File: src/rtl/alu_arbiter_pkg.sv
// alu_arbiter_pkg: opcodes, FSM state encoding and response id width shared by
// the arbiter and its ALU datapath.
package alu_arbiter_pkg;
    localparam logic [3:0] OP_SLL  = 4'd0;
    localparam logic [3:0] OP_SRL  = 4'd1;
    localparam logic [3:0] OP_SRA  = 4'd2;
    localparam logic [3:0] OP_ADD  = 4'd3;
    localparam logic [3:0] OP_SUB  = 4'd4;
    localparam logic [3:0] OP_LUI  = 4'd5;
    localparam logic [3:0] OP_SLT  = 4'd6;
    localparam logic [3:0] OP_SLTU = 4'd7;
    localparam logic [3:0] OP_XOR  = 4'd8;
    localparam logic [3:0] OP_OR   = 4'd9;
    localparam logic [3:0] OP_AND  = 4'd10;
    localparam logic [3:0] OP_MUL  = 4'd11;
    localparam logic [1:0] S_IDLE  = 2'd0;
    localparam logic [1:0] S_EXEC  = 2'd1;
    localparam logic [1:0] S_RESP  = 2'd2;
    localparam int         ID_W    = 1;
endpackage

File: src/rtl/alu_arbiter_alu.sv
// alu_arbiter_alu: combinational ALU; opcodes 12..15 fall through to ADD.
module alu_arbiter_alu
    import alu_arbiter_pkg::*;
#(
    parameter int DATAWIDTH = 32
) (
    input  logic [3:0]           op,
    input  logic [DATAWIDTH-1:0] rs1,
    input  logic [DATAWIDTH-1:0] rs2,
    output logic [DATAWIDTH-1:0] rd
);
    logic [4:0] w_shamt;
    assign w_shamt = rs2[4:0];
    always_comb begin
        case (op)
            OP_SLL:  rd = rs1 << w_shamt;
            OP_SRL:  rd = rs1 >> w_shamt;
            OP_SRA:  rd = $unsigned($signed(rs1) >>> w_shamt);
            OP_SUB:  rd = rs1 - rs2;
            OP_LUI:  rd = {rs2[DATAWIDTH-1:12], 12'h000};
            OP_SLT:  rd = {{(DATAWIDTH-1){1'b0}}, $signed(rs1) < $signed(rs2)};
            OP_SLTU: rd = {{(DATAWIDTH-1){1'b0}}, rs1 < rs2};
            OP_XOR:  rd = rs1 ^ rs2;
            OP_OR:   rd = rs1 | rs2;
            OP_AND:  rd = rs1 & rs2;
            OP_MUL:  rd = rs1 * rs2;
            default: rd = rs1 + rs2;
        endcase
    end
endmodule

File: src/rtl/alu_arbiter.sv
// alu_arbiter: two-requester round-robin front end for a single ALU with one
// operation in flight (IDLE -> EXEC -> RESP).
module alu_arbiter
    import alu_arbiter_pkg::*;
#(
    parameter int DATAWIDTH  = 32,
    parameter int MUL_CYCLES = 3
) (
    input  logic                 clk,
    input  logic                 rst_n,
    input  logic                 req0_valid,
    output logic                 req0_ready,
    input  logic [3:0]           req0_op,
    input  logic [DATAWIDTH-1:0] req0_rs1,
    input  logic [DATAWIDTH-1:0] req0_rs2,
    input  logic                 req1_valid,
    output logic                 req1_ready,
    input  logic [3:0]           req1_op,
    input  logic [DATAWIDTH-1:0] req1_rs1,
    input  logic [DATAWIDTH-1:0] req1_rs2,
    output logic                 resp_valid,
    input  logic                 resp_ready,
    output logic [DATAWIDTH-1:0] resp_data,
    output logic [ID_W-1:0]      resp_id,
    output logic                 busy
);
    logic [1:0]           r_state;
    logic [3:0]           r_cnt;
    logic [3:0]           r_op;
    logic [DATAWIDTH-1:0] r_rs1;
    logic [DATAWIDTH-1:0] r_rs2;
    logic [DATAWIDTH-1:0] r_data;
    logic [ID_W-1:0]      r_id;
    logic [ID_W-1:0]      r_last;
    logic                 w_idle;
    logic                 w_accept;
    logic [ID_W-1:0]      w_grant;
    logic [3:0]           w_op;
    logic [DATAWIDTH-1:0] w_rd;
    assign w_idle     = r_state == S_IDLE;
    // On a tie the requester that did not win last time goes first.
    assign w_grant    = (req0_valid && req1_valid) ? ~r_last : req1_valid;
    assign req0_ready = w_idle && req0_valid && (w_grant == '0);
    assign req1_ready = w_idle && req1_valid && (w_grant == ID_W'(1));
    assign w_accept   = req0_ready || req1_ready;
    assign w_op       = w_grant[0] ? req1_op : req0_op;
    assign resp_valid = r_state == S_RESP;
    assign resp_data  = r_data;
    assign resp_id    = r_id;
    assign busy       = !w_idle;
    alu_arbiter_alu #(.DATAWIDTH(DATAWIDTH)) u_alu (
        .op (r_op),
        .rs1(r_rs1),
        .rs2(r_rs2),
        .rd (w_rd)
    );
    always_ff @(posedge clk) begin
        if (!rst_n) begin
            r_state <= S_IDLE;
            r_cnt   <= '0;
            r_op    <= '0;
            r_rs1   <= '0;
            r_rs2   <= '0;
            r_data  <= '0;
            r_id    <= '0;
            r_last  <= ID_W'(1);
        end else begin
            case (r_state)
                S_IDLE: if (w_accept) begin
                    r_op    <= w_op;
                    r_rs1   <= w_grant[0] ? req1_rs1 : req0_rs1;
                    r_rs2   <= w_grant[0] ? req1_rs2 : req0_rs2;
                    r_id    <= w_grant;
                    r_last  <= w_grant;
                    r_cnt   <= (w_op == OP_MUL) ? 4'(MUL_CYCLES - 1) : 4'd0;
                    r_state <= S_EXEC;
                end
                S_EXEC: if (r_cnt != '0) begin
                    r_cnt <= r_cnt - 4'd1;
                end else begin
                    r_data  <= w_rd;
                    r_state <= S_RESP;
                end
                S_RESP: if (resp_ready) r_state <= S_IDLE;
                default: r_state <= S_IDLE;
            endcase
        end
    end
endmodule

File: config.mk
export PLATFORM = sky130hd
export DESIGN_NAME = alu_arbiter
export DESIGN_NICKNAME = d
export VERILOG_FILES = /design/src/rtl/alu_arbiter_pkg.sv /design/src/rtl/alu_arbiter_alu.sv /design/src/rtl/alu_arbiter.sv
export SDC_FILE = /design/constraint.sdc
export NUM_CORES = 2
export LEC_CHECK = 0
export ABC_CLOCK_PERIOD_IN_PS = 8800
export BUFFER_PORTS_ARGS = -buffer_cell sky130_fd_sc_hd__buf_2
export CORE_MARGIN = 3
export CORE_UTILIZATION = 40
export CTS_BUF_LIST = sky130_fd_sc_hd__clkbuf_4
export DETAILED_ROUTE_END_ITERATION = 12
export PLACE_DENSITY = 0.67
export SYNTH_ARGS = -nofsm -noshare
export SYNTH_HDL_FRONTEND = slang
export SYNTH_SLANG_ARGS = --single-unit
File: constraint.sdc
create_clock -name clk -period 8.8 [get_ports clk]
set_input_delay 0.88 -clock clk [delete_from_list [all_inputs] [get_ports clk]]
set_output_delay 0.88 -clock clk [all_outputs]
set_load 0.005 [all_outputs]
==> flow_metrics.py <==
metrics = {
    "logic_synthesis": {
        "yosysSeqAreaShare": 0.07662,
        "ys_warn_count": 0,
        "avgSynthCellArea_sq_um": 8.019,
        "synthArstFlopShare": 0,
        "ys_ff_latch": 108,
        "syn_nets": 4292,
        "synth_cell_types": 88,
        "synthesis.area_sq_um": 28220,
        "synth-edff-count": 0,
        "synth_cells": 3519,
        "synth_top_flop_cell": "dfxtp_1",
    },
    "detailed_routing": {
        "ant_nets": 0,
        "drt_pass1_iterations": 8,
        "drt_iter0_drc": 3857,
        "wl_per_cell_microns": 27.26,
        "remaining_drc_errors": 0,
        "vias": 27410,
        "wl_microns": 123100,
        "viasPerCell": 6.070,
    },
    "sta": {
        "fin_skew_ns": 0.05548,
        "clock.fmax_mhz": 125.0,
        "setup_viol": 0,
        "hold_viol": 0,
        "min_period_ns": 8.002,
        "finalCritPeriodShare": 0.9093,
        "max_slew.worst_pin.slew_ns": 1.200,
        "rsz0062_at_grt": "no",
        "final-max-slew-violation-count": 0,
        "setup-tns-final_ns": 0,
        "maxSlewHeadroom": 0.1948,
    },
    "worst_setup_path": {
        "r2r_slack_ns": 0.80,
        "r2r_cells": 25,
        "crit_path_end_kind": "flip-flop",
        "r2r-end": "resp_data[24]",
        "cp_max_fo": 11,
        "crit_required_ns": 9.36,
        "worstPathArrival_ns": 8.57,
        "startpoint_type": "flip-flop",
        "critical_path_class": "reg2reg",
        "r2r-start": "r_rs2[7]",
    },
    "die": {
        "core_area_sq_um": 69190,
        "die_w_microns": 271.6,
        "die_h_microns": 271.6,
        "rows": 96,
        "start_util": 0.4079,
        "io_pins": 178,
        "die_area_sq_um": 73770,
    },
    "layout": {
        "layout_commonest_cell": "nor2_1",
        "instances_no_fill": 4516,
        "drive_gt1_frac": 0.1121,
        "utilization": 0.4398,
        "diodes": 0,
        "final_cell_mix": "499 x nor2_1, 467 x inv_1, 416 x nand2_1",
        "syn2layout_area_growth_pct": 7.817,
        "fin_nets": 4353,
    },
    "cts": {
        "cts_tree": "built",
        "cts.htree.levels": 3,
        "clk_pin_slew_worst_paths_ns": 0.26,
        "cts.sinks": 108,
        "holdBufCountCts": 0,
        "postCtsSetupBuffers": 0,
        "numCtsBuffers": 9,
        "cts_resized": 0,
        "worst_skew_pair.late_latency_ns": 0.69,
        "clockBufferDepth": 2,
        "root_buffer": "clkbuf_4",
    },
    "power_and_ir_drop": {
        "leakage_uw": 0.01430,
        "pwr_density_cell_nw_per_um2": 443.6,
        "ir_drop_uv": 568.5,
    },
    "global_routing": {
        "grt.total_usage": 0.3324,
        "grt_max_degree": 89,
        "grt_pass1_wl_microns": 181900,
        "overflow": 0,
        "grt_pass1_vias": 27290,
        "antenna_found_initial": 5,
    },
    "run_status": {
        "status": "complete, no violations",
    },
    "job": {
        "drv_cap": 0,
    },
    "worst_hold_path": {
        "hold_class": "reg2reg",
        "min_to": "resp_data[3]",
        "whs_path_depth": 2,
        "min_from": "resp_data[3]",
    },
    "placed_design": {
        "dp.cells": 4500,
        "gp_congestion": 1.097,
        "portBuffers": 177,
        "hpwl_microns": 96080,
    },
}
-- worst max-delay path by stage --
stage / to / slack (ns) / depth (start not counted) / from
after floorplan: resp_data[28] / 0.69 / 30 / r_rs2[2]
after global placement: resp_data[28] / 1.10 / 27 / r_rs2[7]
after detailed placement: resp_data[31] / 1.07 / 26 / r_rs2[7]
after CTS: resp_data[31] / 0.99 / 26 / r_rs2[7]
after global routing: resp_data[31] / 0.52 / 26 / r_rs2[7]
final: resp_data[24] / 0.80 / 25 / r_rs2[7]
-- area by class of cell --
type	instances	area (sq um)
sequential	108	2173
clock inverter	7	88.84
fill	7015	38760
timing repair buffer	304	1854
tap	931	1165
inverter	482	1809
multi-input combinational	2675	23270
clock buffer	9	67.56
-- critical path: stages, from the launching register on --
cell and delay (ns):
dfxtp_1 0.59, inv_1 0.32, buf_4 0.29, nor2_1 0.13, fa_1 0.44, fa_1 0.43
fa_1 0.55, inv_1 0.05, fa_1 0.47, inv_1 0.06, fa_1 0.50, inv_1 0.05
fa_1 0.53, inv_1 0.05, fa_1 0.39, fa_1 0.46, ha_1 0.35, a21o_1 0.21
a21oi_1 0.14, o22ai_1 0.10, a211o_1 0.33, a31oi_1 0.25, xor2_1 0.54, o221ai_1 0.29
a21oi_1 0.26, nor2_1 0.07
-- report_power, final --
part | switching, uW | internal (uW) | leakage, uW | total [uW]
Clock | 257 | 72.1 | 0.0000832 | 329
Sequential | 194 | 617 | 0.000895 | 812
Combinational | 7950 | 4410 | 0.0133 | 12400
Total | 8400 | 5090 | 0.0143 | 13500
-- synth_stat cells, types with 6 or more instances --
master,n,area share
a2111oi_0,6,0.0019
a211o_1,9,0.0028
a211oi_1,32,0.0085
a21boi_0,9,0.0024
a21o_1,20,0.0053
a21oi_1,173,0.031
a221oi_1,18,0.0056
a22oi_1,17,0.0045
a31oi_1,16,0.0035
and2_1,9,0.0020
and3_1,7,0.0016
buf_1,50,0.0067
buf_2,22,0.0039
clkbuf_1,173,0.023
clkinv_1,12,0.0016
dfxtp_1,108,0.077
fa_1,410,0.29
ha_1,222,0.098
inv_1,467,0.062
mux2_2,7,0.0028
mux2i_1,110,0.039
mux4_2,38,0.030
nand2_1,417,0.055
nand2b_1,24,0.0053
nand3_1,27,0.0048
nand4_1,8,0.0018
nor2_1,501,0.067
nor2b_1,18,0.0040
nor3_1,32,0.0057
nor4_1,7,0.0016
o211a_1,69,0.024
o211ai_1,34,0.0090
o21a_1,15,0.0040
o21ai_0,132,0.023
o21ai_1,20,0.0035
o21bai_1,16,0.0043
o221ai_1,14,0.0043
o22ai_1,13,0.0029
o31a_1,6,0.0019
o31ai_1,12,0.0032
or3_1,19,0.0042
xnor2_1,85,0.026
xor2_1,24,0.0074
-- logic make-up (layout without fill, tap and decap cells) --
kind of cell             count (synthesis)  after routing  share of synthesized area
AO/OA/AOI/OAI                          694            694                     0.1691
XOR/XNOR                               109            109                    0.03383
adder cells (fa/ha/maj)                632            632                     0.3893
buffers and inverters                  736            802                     0.1006
flip-flops                             108            108                    0.07662
multiplexers                           158            158                    0.07373
AND/OR/NAND/NOR                       1082           1082                     0.1568
-- routing by layer --
| layer | GRT usage | vias up | share of wire |
|---|---|---|---|
| li1 | - | 11640 | - |
| met1 | 0.4273 | 13200 | 0.37 |
| met2 | 0.4778 | 2077 | 0.41 |
| met3 | 0.1045 | 485 | 0.14 |
| met4 | 0.2215 | 8 | 0.085 |
| met5 | 0 | - | 0.00044 |
-- stage by stage --
step	worst slack (ns)	total power, uW	hold slack (ns)	instance area [sq um]
floorplan	0.6925	8631	0.4361	28220
global placement	1.099	12710	0.4382	30270
detailed placement	1.068	12770	0.4419	30270
CTS	0.9941	13170	0.4655	30430
global route	0.5201	14410	0.4718	30430
finish	0.7979	13500	0.4647	30430
-- state kept, by name, summed over array words and instances (netlist names) --
register,flops
r_op,4
resp_data,32
r_rs1,32
r_cnt,4
r_rs2,32
r_state,2
resp_id,1
r_last,1
No activity file was read; power rests on OpenSTA's default activity.
